### src/rtl/bus_pkg.sv
// Shared types and constants for the two-master bus arbiter and its address decoder.
package bus_pkg;

  typedef enum logic {M0, M1} mst_e;
  typedef enum logic [1:0] {IDLE, OWN0, OWN1} arb_state_e;

  localparam int REGION_MSB = 31;
  localparam int REGION_LSB = 29;
  localparam int REGION_W = REGION_MSB - REGION_LSB + 1;
  localparam logic [31:0] DECERR_VALUE = 32'hDEADBEEF;

endpackage

### src/rtl/bus_decode.sv
// Address decoder: top address bits select one of N_SLV regions; higher regions are unmapped.
module bus_decode
  import bus_pkg::*;
#(
  parameter int N_SLV = 3
) (
  input  logic [31:0]         addr,
  output logic [N_SLV-1:0]    sel,
  output logic [REGION_W-1:0] region,
  output logic                mapped
);

  logic unused_addr_low;
  assign unused_addr_low = ^addr[REGION_LSB-1:0];

  always_comb begin
    region = addr[REGION_MSB:REGION_LSB];
    mapped = (int'(region) < N_SLV);
    sel = '0;
    for (int i = 0; i < N_SLV; i++) begin
      sel[i] = (region == REGION_W'(i));
    end
  end

endmodule

### src/rtl/bus_arbiter.sv
// Round-robin two-master bus arbiter with burst cap, region decode and read-return routing.
// Optional decode-error reporting is enabled with the BUS_ARB_DECERR_EN macro.
module bus_arbiter
  import bus_pkg::*;
#(
  parameter int N_SLV     = 3,
  parameter int MAX_BURST = 4
) (
  input  logic               clk_i,
  input  logic               rst_i,
  input  logic               m0_req_i,
  input  logic [3:0]         m0_wstrb_i,
  input  logic [31:0]        m0_addr_i,
  input  logic [31:0]        m0_wvalue_i,
  output logic               m0_gnt_o,
  output logic               m0_rvalid_o,
  output logic [31:0]        m0_rvalue_o,
  input  logic               m1_req_i,
  input  logic [3:0]         m1_wstrb_i,
  input  logic [31:0]        m1_addr_i,
  input  logic [31:0]        m1_wvalue_i,
  output logic               m1_gnt_o,
  output logic               m1_rvalid_o,
  output logic [31:0]        m1_rvalue_o,
  output logic               s_enable_o,
  output logic [N_SLV-1:0]   s_sel_o,
  output logic [3:0]         s_wstrb_o,
  output logic [31:0]        s_addr_o,
  output logic [31:0]        s_wvalue_o,
  input  logic [32*N_SLV-1:0] s_rvalue_i,
`ifdef BUS_ARB_DECERR_EN
  output logic               dec_err_o,
`endif
  output arb_state_e         state_o
);

  // Handshake: a master holds req with stable fields until gnt is seen high in the
  // same cycle; the access is then consumed, and a read answers with rvalid one cycle later.

  localparam int CNT_W = 8;
  localparam logic [CNT_W-1:0] CNT_SAT = CNT_W'((MAX_BURST == 0) ? 255 : MAX_BURST);

  arb_state_e state;
  mst_e last, owner, gnt_id, rmst_q;
  logic [CNT_W-1:0] burst_cnt;
  logic gnt_any, cap_hit, rd_q, rmapped_q, mapped;
  logic [REGION_W-1:0] rsel_q, region;
  logic [N_SLV-1:0] sel;
  logic [3:0] mux_wstrb;
  logic [31:0] mux_addr, mux_wvalue, rdata;

  assign owner = (state == OWN1) ? M1 : M0;

  always_comb begin
    gnt_any = 1'b0;
    gnt_id = M0;
    cap_hit = (MAX_BURST != 0) && (burst_cnt >= CNT_SAT);
    unique case (state)
      IDLE: begin
        if (m0_req_i && m1_req_i) begin
          gnt_any = 1'b1;
          gnt_id = (last == M0) ? M1 : M0;
        end else if (m0_req_i || m1_req_i) begin
          gnt_any = 1'b1;
          gnt_id = m1_req_i ? M1 : M0;
        end
      end
      OWN0: begin
        if (m0_req_i && (!m1_req_i || !cap_hit)) begin
          gnt_any = 1'b1;
          gnt_id = M0;
        end else if (m1_req_i) begin
          gnt_any = 1'b1;
          gnt_id = M1;
        end
      end
      OWN1: begin
        if (m1_req_i && (!m0_req_i || !cap_hit)) begin
          gnt_any = 1'b1;
          gnt_id = M1;
        end else if (m0_req_i) begin
          gnt_any = 1'b1;
          gnt_id = M0;
        end
      end
      default: ;
    endcase
    if (rst_i) gnt_any = 1'b0;
  end

  always_comb begin
    mux_wstrb = (gnt_id == M1) ? m1_wstrb_i : m0_wstrb_i;
    mux_addr = (gnt_id == M1) ? m1_addr_i : m0_addr_i;
    mux_wvalue = (gnt_id == M1) ? m1_wvalue_i : m0_wvalue_i;
  end

  bus_decode #(.N_SLV(N_SLV)) u_decode (
    .addr   (mux_addr),
    .sel    (sel),
    .region (region),
    .mapped (mapped)
  );

  assign m0_gnt_o = gnt_any && (gnt_id == M0);
  assign m1_gnt_o = gnt_any && (gnt_id == M1);
  // Unmapped accesses are granted (consumed) but never strobe a slave.
  assign s_enable_o = gnt_any && mapped;
  assign s_sel_o = gnt_any ? sel : '0;
  assign s_wstrb_o = gnt_any ? mux_wstrb : '0;
  assign s_addr_o = gnt_any ? mux_addr : '0;
  assign s_wvalue_o = gnt_any ? mux_wvalue : '0;

  always_ff @(posedge clk_i) begin
    if (rst_i) begin
      state <= IDLE;
      last <= M1;
      burst_cnt <= '0;
      rd_q <= 1'b0;
      rmst_q <= M0;
      rsel_q <= '0;
      rmapped_q <= 1'b0;
    end else begin
      rd_q <= gnt_any && (mux_wstrb == 4'b0000);
      if (gnt_any) begin
        state <= (gnt_id == M1) ? OWN1 : OWN0;
        last <= gnt_id;
        rmst_q <= gnt_id;
        rsel_q <= region;
        rmapped_q <= mapped;
        if (state == IDLE || gnt_id != owner) begin
          burst_cnt <= CNT_W'(1);
        end else if (burst_cnt < CNT_SAT) begin
          burst_cnt <= burst_cnt + CNT_W'(1);
        end
      end else begin
        state <= IDLE;
        burst_cnt <= '0;
      end
    end
  end

  always_comb begin
    rdata = '0;
    for (int i = 0; i < N_SLV; i++) begin
      if (rsel_q == REGION_W'(i)) rdata = s_rvalue_i[32*i +: 32];
    end
`ifdef BUS_ARB_DECERR_EN
    if (!rmapped_q) rdata = DECERR_VALUE;
`else
    if (!rmapped_q) rdata = '0;
`endif
  end

  assign m0_rvalid_o = !rst_i && rd_q && (rmst_q == M0);
  assign m1_rvalid_o = !rst_i && rd_q && (rmst_q == M1);
  assign m0_rvalue_o = rdata;
  assign m1_rvalue_o = rdata;
  assign state_o = state;

`ifdef BUS_ARB_DECERR_EN
  always_ff @(posedge clk_i) begin
    if (rst_i) begin
      dec_err_o <= 1'b0;
    end else if (gnt_any && !mapped) begin
      dec_err_o <= 1'b1;
    end
  end
`endif

endmodule

### config.mk
export PLATFORM = sky130hd
export DESIGN_NAME = bus_arbiter
export DESIGN_NICKNAME = d
export VERILOG_FILES = /design/src/rtl/bus_pkg.sv /design/src/rtl/bus_decode.sv /design/src/rtl/bus_arbiter.sv
export SDC_FILE = /design/constraint.sdc
export NUM_CORES = 1
export LEC_CHECK = 0
export ABC_AREA = 1
export BUFFER_PORTS_ARGS = -buffer_cell sky130_fd_sc_hd__buf_2
export CAP_MARGIN = 20
export CORE_AREA = 2 2 147 149
export CTS_BUF_LIST = sky130_fd_sc_hd__clkbuf_16
export CTS_CLUSTER_DIAMETER = 50
export CTS_CLUSTER_SIZE = 24
export DETAILED_ROUTE_END_ITERATION = 10
export DIE_AREA = 0 0 149 151
export PLACE_DENSITY = 0.41
export SETUP_SLACK_MARGIN = 0.05
export SLEW_MARGIN = 20
export SYNTH_ARGS = -nofsm -noshare
export SYNTH_HDL_FRONTEND = slang
export SYNTH_HIERARCHICAL = 1
export SYNTH_SLANG_ARGS = --single-unit
### constraint.sdc
create_clock -name clk_i -period 2.6 [get_ports clk_i]
set_input_delay 0.65 -clock clk_i [delete_from_list [all_inputs] [get_ports clk_i]]
set_output_delay 0.65 -clock clk_i [all_outputs]
set_load 0.02 [all_outputs]
Word-level counts from Yosys, hierarchy flattened
Index checks and enable logic that the tools add are counted.
{ "classes": {"add_sub_neg": 1, "order_cmp": 3, "n_eq_ne": 7, "n_mux": 29, "bitwise": 3, "reduce_logical": 25} }
{ "ops": {"columns": ["op", "count"], "rows": [
  ["$mux W32", 8],
  ["$mux W1", 15],
  ["$logic_and A1 B1 Y1", 10],
  ["$add A8 B1 Y8 const B", 1],
  ["$ge A8 B3 Y1 const B", 1],
  ["$lt A8 B3 Y1 const B", 1],
  ["$mux W4", 2],
  ["$eq A3 B1 Y1 const B", 2],
  ["$eq A3 B2 Y1 const B", 2],
  ["$logic_not A3 Y1", 2],
  ["$pmux W1 S3", 2],
  ["$logic_not A1 Y1", 4],
  ["$logic_not A4 Y1", 1],
  ["$logic_or A1 B1 Y1", 4],
  ["$lt A3 B2 Y1 const B", 1],
  ["$mux W3", 1],
  ["$not A1 Y1", 3],
  ["$reduce_or A3 Y1", 1],
  ["$eq A2 B1 Y1 const B", 1],
  ["$eq A2 B2 Y1 const B", 1],
  ["$logic_not A2 Y1", 1],
  ["$mux W2", 1],
  ["$reduce_bool A2 Y1", 1],
  ["$reduce_or A2 Y1", 1],
  ["$ne A1 B1 Y1", 1]
]} }
{ "totals": {"register_bits": 17, "output_inout_bits": 142, "wordCells": 76} }

Depth between registers and ports, before layout
{ "logic_depth": {"word_depth": 9, "mapped_depth": 14} }

Cells and area by module
The synthesis kept the hierarchy.
{ "by_module_without_submodules": {"columns": ["mod", "instances", "cells_each", "area_each_um2"], "rows": [
  ["bus_arbiter", 1, 572, 2907.8],
  ["bus_decode", 1, 12, 57.6]
]} }

Worst setup path after synthesis
OpenSTA, ideal clock, no wires.
{ "synth_path": {"path_type": "input to output", "start": "input m1_req_i", "end": "output s_sel_o[1]", "arrival_time_ns": 2.063, "t_required_ns": 1.950, "setup_slack_ns": -0.113, "stages": 13, "cell_sequence": "inv_1 nor3_1 nand2_2 nand3_4 buf_2 nand2_1 o21ai_0 inv_1 inv_1 nand2_1 nor2_1 inv_1 nor2_1"} }
{ "synth_between": {"elab_chain_cells": 8} }
{ "synth_lines": {"columns": ["element", "line", "rtl"], "rows": [
  ["start: declaration", "bus_arbiter.sv:18", "input logic m1_req_i,"],
  ["$logic_not A1 Y1", "bus_arbiter.sv:69", "if (m0_req_i && (!m1_req_i || !cap_hit)) begin"],
  ["$logic_or A1 B1 Y1", "bus_arbiter.sv:69", null],
  ["$logic_and A1 B1 Y1", "bus_arbiter.sv:69", null],
  ["$mux W1", "bus_arbiter.sv:69", null],
  ["$pmux W1 S3 (*)", "bus_arbiter.sv:58", "unique case (state)"],
  ["$mux W32 (*)", "bus_arbiter.sv:93", "mux_addr = (gnt_id == M1) ? m1_addr_i : m0_addr_i;"],
  ["net mux_addr[30]", "bus_arbiter.sv:50", "logic [31:0] mux_addr, mux_wvalue, rdata;"],
  ["$eq A3 B1 Y1 (*)", "bus_decode.sv:21", "sel[i] = (region == REGION_W'(i));"],
  ["net sel[1]", "bus_arbiter.sv:48", "logic [N_SLV-1:0] sel;"],
  ["$mux W3 (*)", "bus_arbiter.sv:108", "assign s_sel_o = gnt_any ? sel : '0;"],
  ["end: declaration", "bus_arbiter.sv:26", "output logic [N_SLV-1:0] s_sel_o,"]
]} }
The timed path passes the listed nets; every way through them passes the cells marked *.

Worst setup path in the final report
{ "layout_path": {"start": "register burst_cnt[3]", "end": "output s_sel_o[0]"} }
{ "layout_between": {"elab_chain_cells": 9} }
{ "layout_lines": {"columns": ["element", "line", "rtl"], "rows": [
  ["start: declaration", "bus_arbiter.sv:45", "logic [CNT_W-1:0] burst_cnt;"],
  ["start signal: assignment", "bus_arbiter.sv:133", "burst_cnt <= burst_cnt + CNT_W'(1);"],
  ["$ge A8 B3 Y1 (*)", "bus_arbiter.sv:57", "cap_hit = (MAX_BURST != 0) && (burst_cnt >= CNT_SAT);"],
  ["$logic_not A1 Y1 (*)", "bus_arbiter.sv:69, bus_arbiter.sv:78", null],
  ["$logic_or A1 B1 Y1, on equally long branches", "bus_arbiter.sv:78, bus_arbiter.sv:69", null],
  ["$logic_and A1 B1 Y1, on equally long branches", "bus_arbiter.sv:78, bus_arbiter.sv:69", null],
  ["$mux W1, on equally long branches", "bus_arbiter.sv:78, bus_arbiter.sv:69", null],
  ["$pmux W1 S3 (*)", "bus_arbiter.sv:58", null],
  ["$mux W32 (*)", "bus_arbiter.sv:93", null],
  ["net mux_addr[31]", "bus_arbiter.sv:50", null],
  ["$logic_not A3 Y1 (*)", "bus_decode.sv:21", null],
  ["net sel[0]", "bus_arbiter.sv:48", null],
  ["$mux W3 (*)", "bus_arbiter.sv:108", null]
]} }
Marked as above.

==> results.sh <==
export IMPL_drc=0
export IMPL_avgSynthCellArea_um2=5.15
export IMPL_relSlewSlack=0.741
export IMPL_finalHoldViolations=0
export IMPL_cts_root_buf="clkbuf_16"
export IMPL_nets=1142
export IMPL_finalWorstSetupSlack_ns=0.0165
export IMPL_whs_ns=0.444
export IMPL_setup_viol=0
export IMPL_r2r_start="burst_cnt[3]"
export IMPL_synth_area_mm2=0.00286
export IMPL_wl_um=16300
export IMPL_syn_to_final_growth_pct=101
export IMPL_detail_route_wl_per_cell_um=13.8
export IMPL_power_leakage_nw=3.21
export IMPL_insertion_delay_ns=0.25
export IMPL_cp_start_kind="flip-flop"
export IMPL_grt_max_degree=43
export IMPL_fill_cells=2426
export IMPL_worstHoldPathCells=2
export IMPL_ff2ff_setup_slack_ns=0.90
export IMPL_die_h_um=151
export IMPL_cap_violations=0
export IMPL_end_kind="output pin"
export IMPL_hp_class="flip-flop to flip-flop"
export IMPL_die_x_um=149
export IMPL_grt_pass1_wl_um=22900
export IMPL_cts_buffers=3
export IMPL_rows=53
export IMPL_dp_cells=1166
export IMPL_skew_ns=0.00433
export IMPL_crit_arrival_ns=1.93
export IMPL_p_per_area_mw_per_mm2=363
export IMPL_io_pins=378
export IMPL_initial_core_util=0.137
export IMPL_synth_nets=793
export IMPL_cp_data_required_time_ns=1.95
export IMPL_critPathKind="flip-flop to output pin"
export IMPL_cts_tree="done"
export IMPL_fmax_mhz=387
export IMPL_tightest_slew_ns=0.388
export IMPL_max_vdd_ir_drop_v=0.000137
export IMPL_grt_setup_unrepaired="true"
export IMPL_cts_sinks=17
export IMPL_viasPerCell=3.99
export IMPL_vias=4709
export IMPL_synthCells=555
export IMPL_slew_violations=0
export IMPL_io_buffers=377
export IMPL_status="finished, final reports clean"
export IMPL_crit_fanout=5
export IMPL_grt_pass1_vias=4342
export IMPL_hp_start="burst_cnt[7]"
export IMPL_htree_levels=1
export IMPL_grt_use_total=0.128
export IMPL_drt_iter0_drc=110
export IMPL_period_needed_ns=2.58
export IMPL_drive_above_1_share=0.536
export IMPL_place_gp_congestion=0.751
export IMPL_ff_latch_area_um2=348
export IMPL_ys_warn_count=6
export IMPL_r2r_end="rd_q"
export IMPL_min_period_over_period=0.994
export IMPL_grt_ovfl_total=0
export IMPL_ant_nets=0
export IMPL_clk_pin_slew_worst_paths_ns=0.05
export IMPL_layoutNonFillerInstCount=1180
export IMPL_dieArea_mm2=0.0225
export IMPL_core_mm2=0.0208
export IMPL_multi_input_area_mm2=0.00205
export IMPL_clk_path_buf_depth=2
export IMPL_whs_endpoint="burst_cnt[7]"
export IMPL_first_pass_iters=4
export IMPL_tns_ns=0
export IMPL_antenna_found_initial=3
export IMPL_worst_r2r_path_depth=10
export IMPL_postLayoutCoreUtil=0.275
export IMPL_hpwlAfterDp_um=13200
export IMPL_dp_slack_ns=-0.172
-- critical path: stages, from the launching register on --
cell and delay (ns):
dfxtp_2 0.33, nor2_4 0.13, nand4_1 0.17, nand2_4 0.15
nand3_4 0.12, buf_4 0.16, nand2_2 0.06, o21ai_2 0.06
inv_2 0.10, inv_2 0.04, nand2_2 0.06, nor2_1 0.04
inv_1 0.08, nor2_4 0.04, buf_6 0.13
-- power by group --
part / total (W) / internal, W / switching (W)
logic: 0.00148 / 0.000642 / 0.000834
clock network: 0.000307 / 0.000206 / 0.000101
registers: 0.000295 / 0.000278 / 0.0000170
total: 0.00208 / 0.00113 / 0.000952
-- cell usage in the layout, fill, tap and decap left out, types with 3 or more instances in the layout --
master	instances
buf_12	8
o21ai_2	8
dfxtp_2	6
nor2_1	47
o21ai_0	13
buf_6	38
nor3_4	3
nand4_1	35
buf_2	305
inv_1	56
inv_2	10
nand3_1	3
a21oi_1	3
a31oi_1	32
nand2_1	195
nand2_2	15
nand3_4	3
clkbuf_16	4
buf_4	57
buf_8	3
nand2_4	4
nor2_4	9
o21ai_1	15
dfxtp_1	11
-- state kept, by name, indices dropped and copies added (netlist names) --
register	cells
state_o	2
burst_cnt	8
rmapped_q	1
last	1
rsel_q	3
rd_q	1
rmst_q	1
-- metrics by stage --
| step | total power (W) | area (µm²) |
|---|---|---|
| 2_1_floorplan | 0.00104 | 2890 |
| 3_3_place_gp | 0.00155 | 5000 |
| 3_5_place_dp | 0.00155 | 5000 |
| 4_1_cts | 0.00207 | 5600 |
| 5_1_grt | 0.00224 | 5720 |
| 6_report | 0.00208 | 5730 |
-- worst max-delay path by stage --
stage                       startpoint    endpoint
after global placement        m0_req_i  s_enable_o
final                     burst_cnt[3]  s_sel_o[0]
after floorplan               m1_req_i  s_sel_o[1]
after global routing      burst_cnt[3]  s_sel_o[1]
after detailed placement      m1_req_i  s_enable_o
after CTS                     m1_req_i  s_sel_o[0]
-- area by class of cell --
class / instances / area share
repair buffers: 413 / 0.461
multi-input cells: 400 / 0.358
flip-flops and latches: 17 / 0.0607
clock buffers: 3 / 0.0131
clock inverters: 1 / 0.000874
well taps: 275 / 0.0601
diodes: 2 / 0.000874
inverters: 69 / 0.0457
-- routing by layer --
layer  vias to the layer above  wire length, µm  GRT usage
li1                       2427                -          -
met1                      2046             6130      0.144
met2                       227             8880      0.256
met3                         7             1190     0.0214
met4                         2               65     0.0143
met5                         -               13          0
-- what timing repair did --
item,in CTS,in global routing
hold endpoints to repair,0,0
hold buffers,0,0
gates cloned,3,1
pin swaps,14,16
endpoints found under the setup margin,69,72
buffers inserted,5,0
resized for setup,152,47
(Power assumes the default switching activity.)
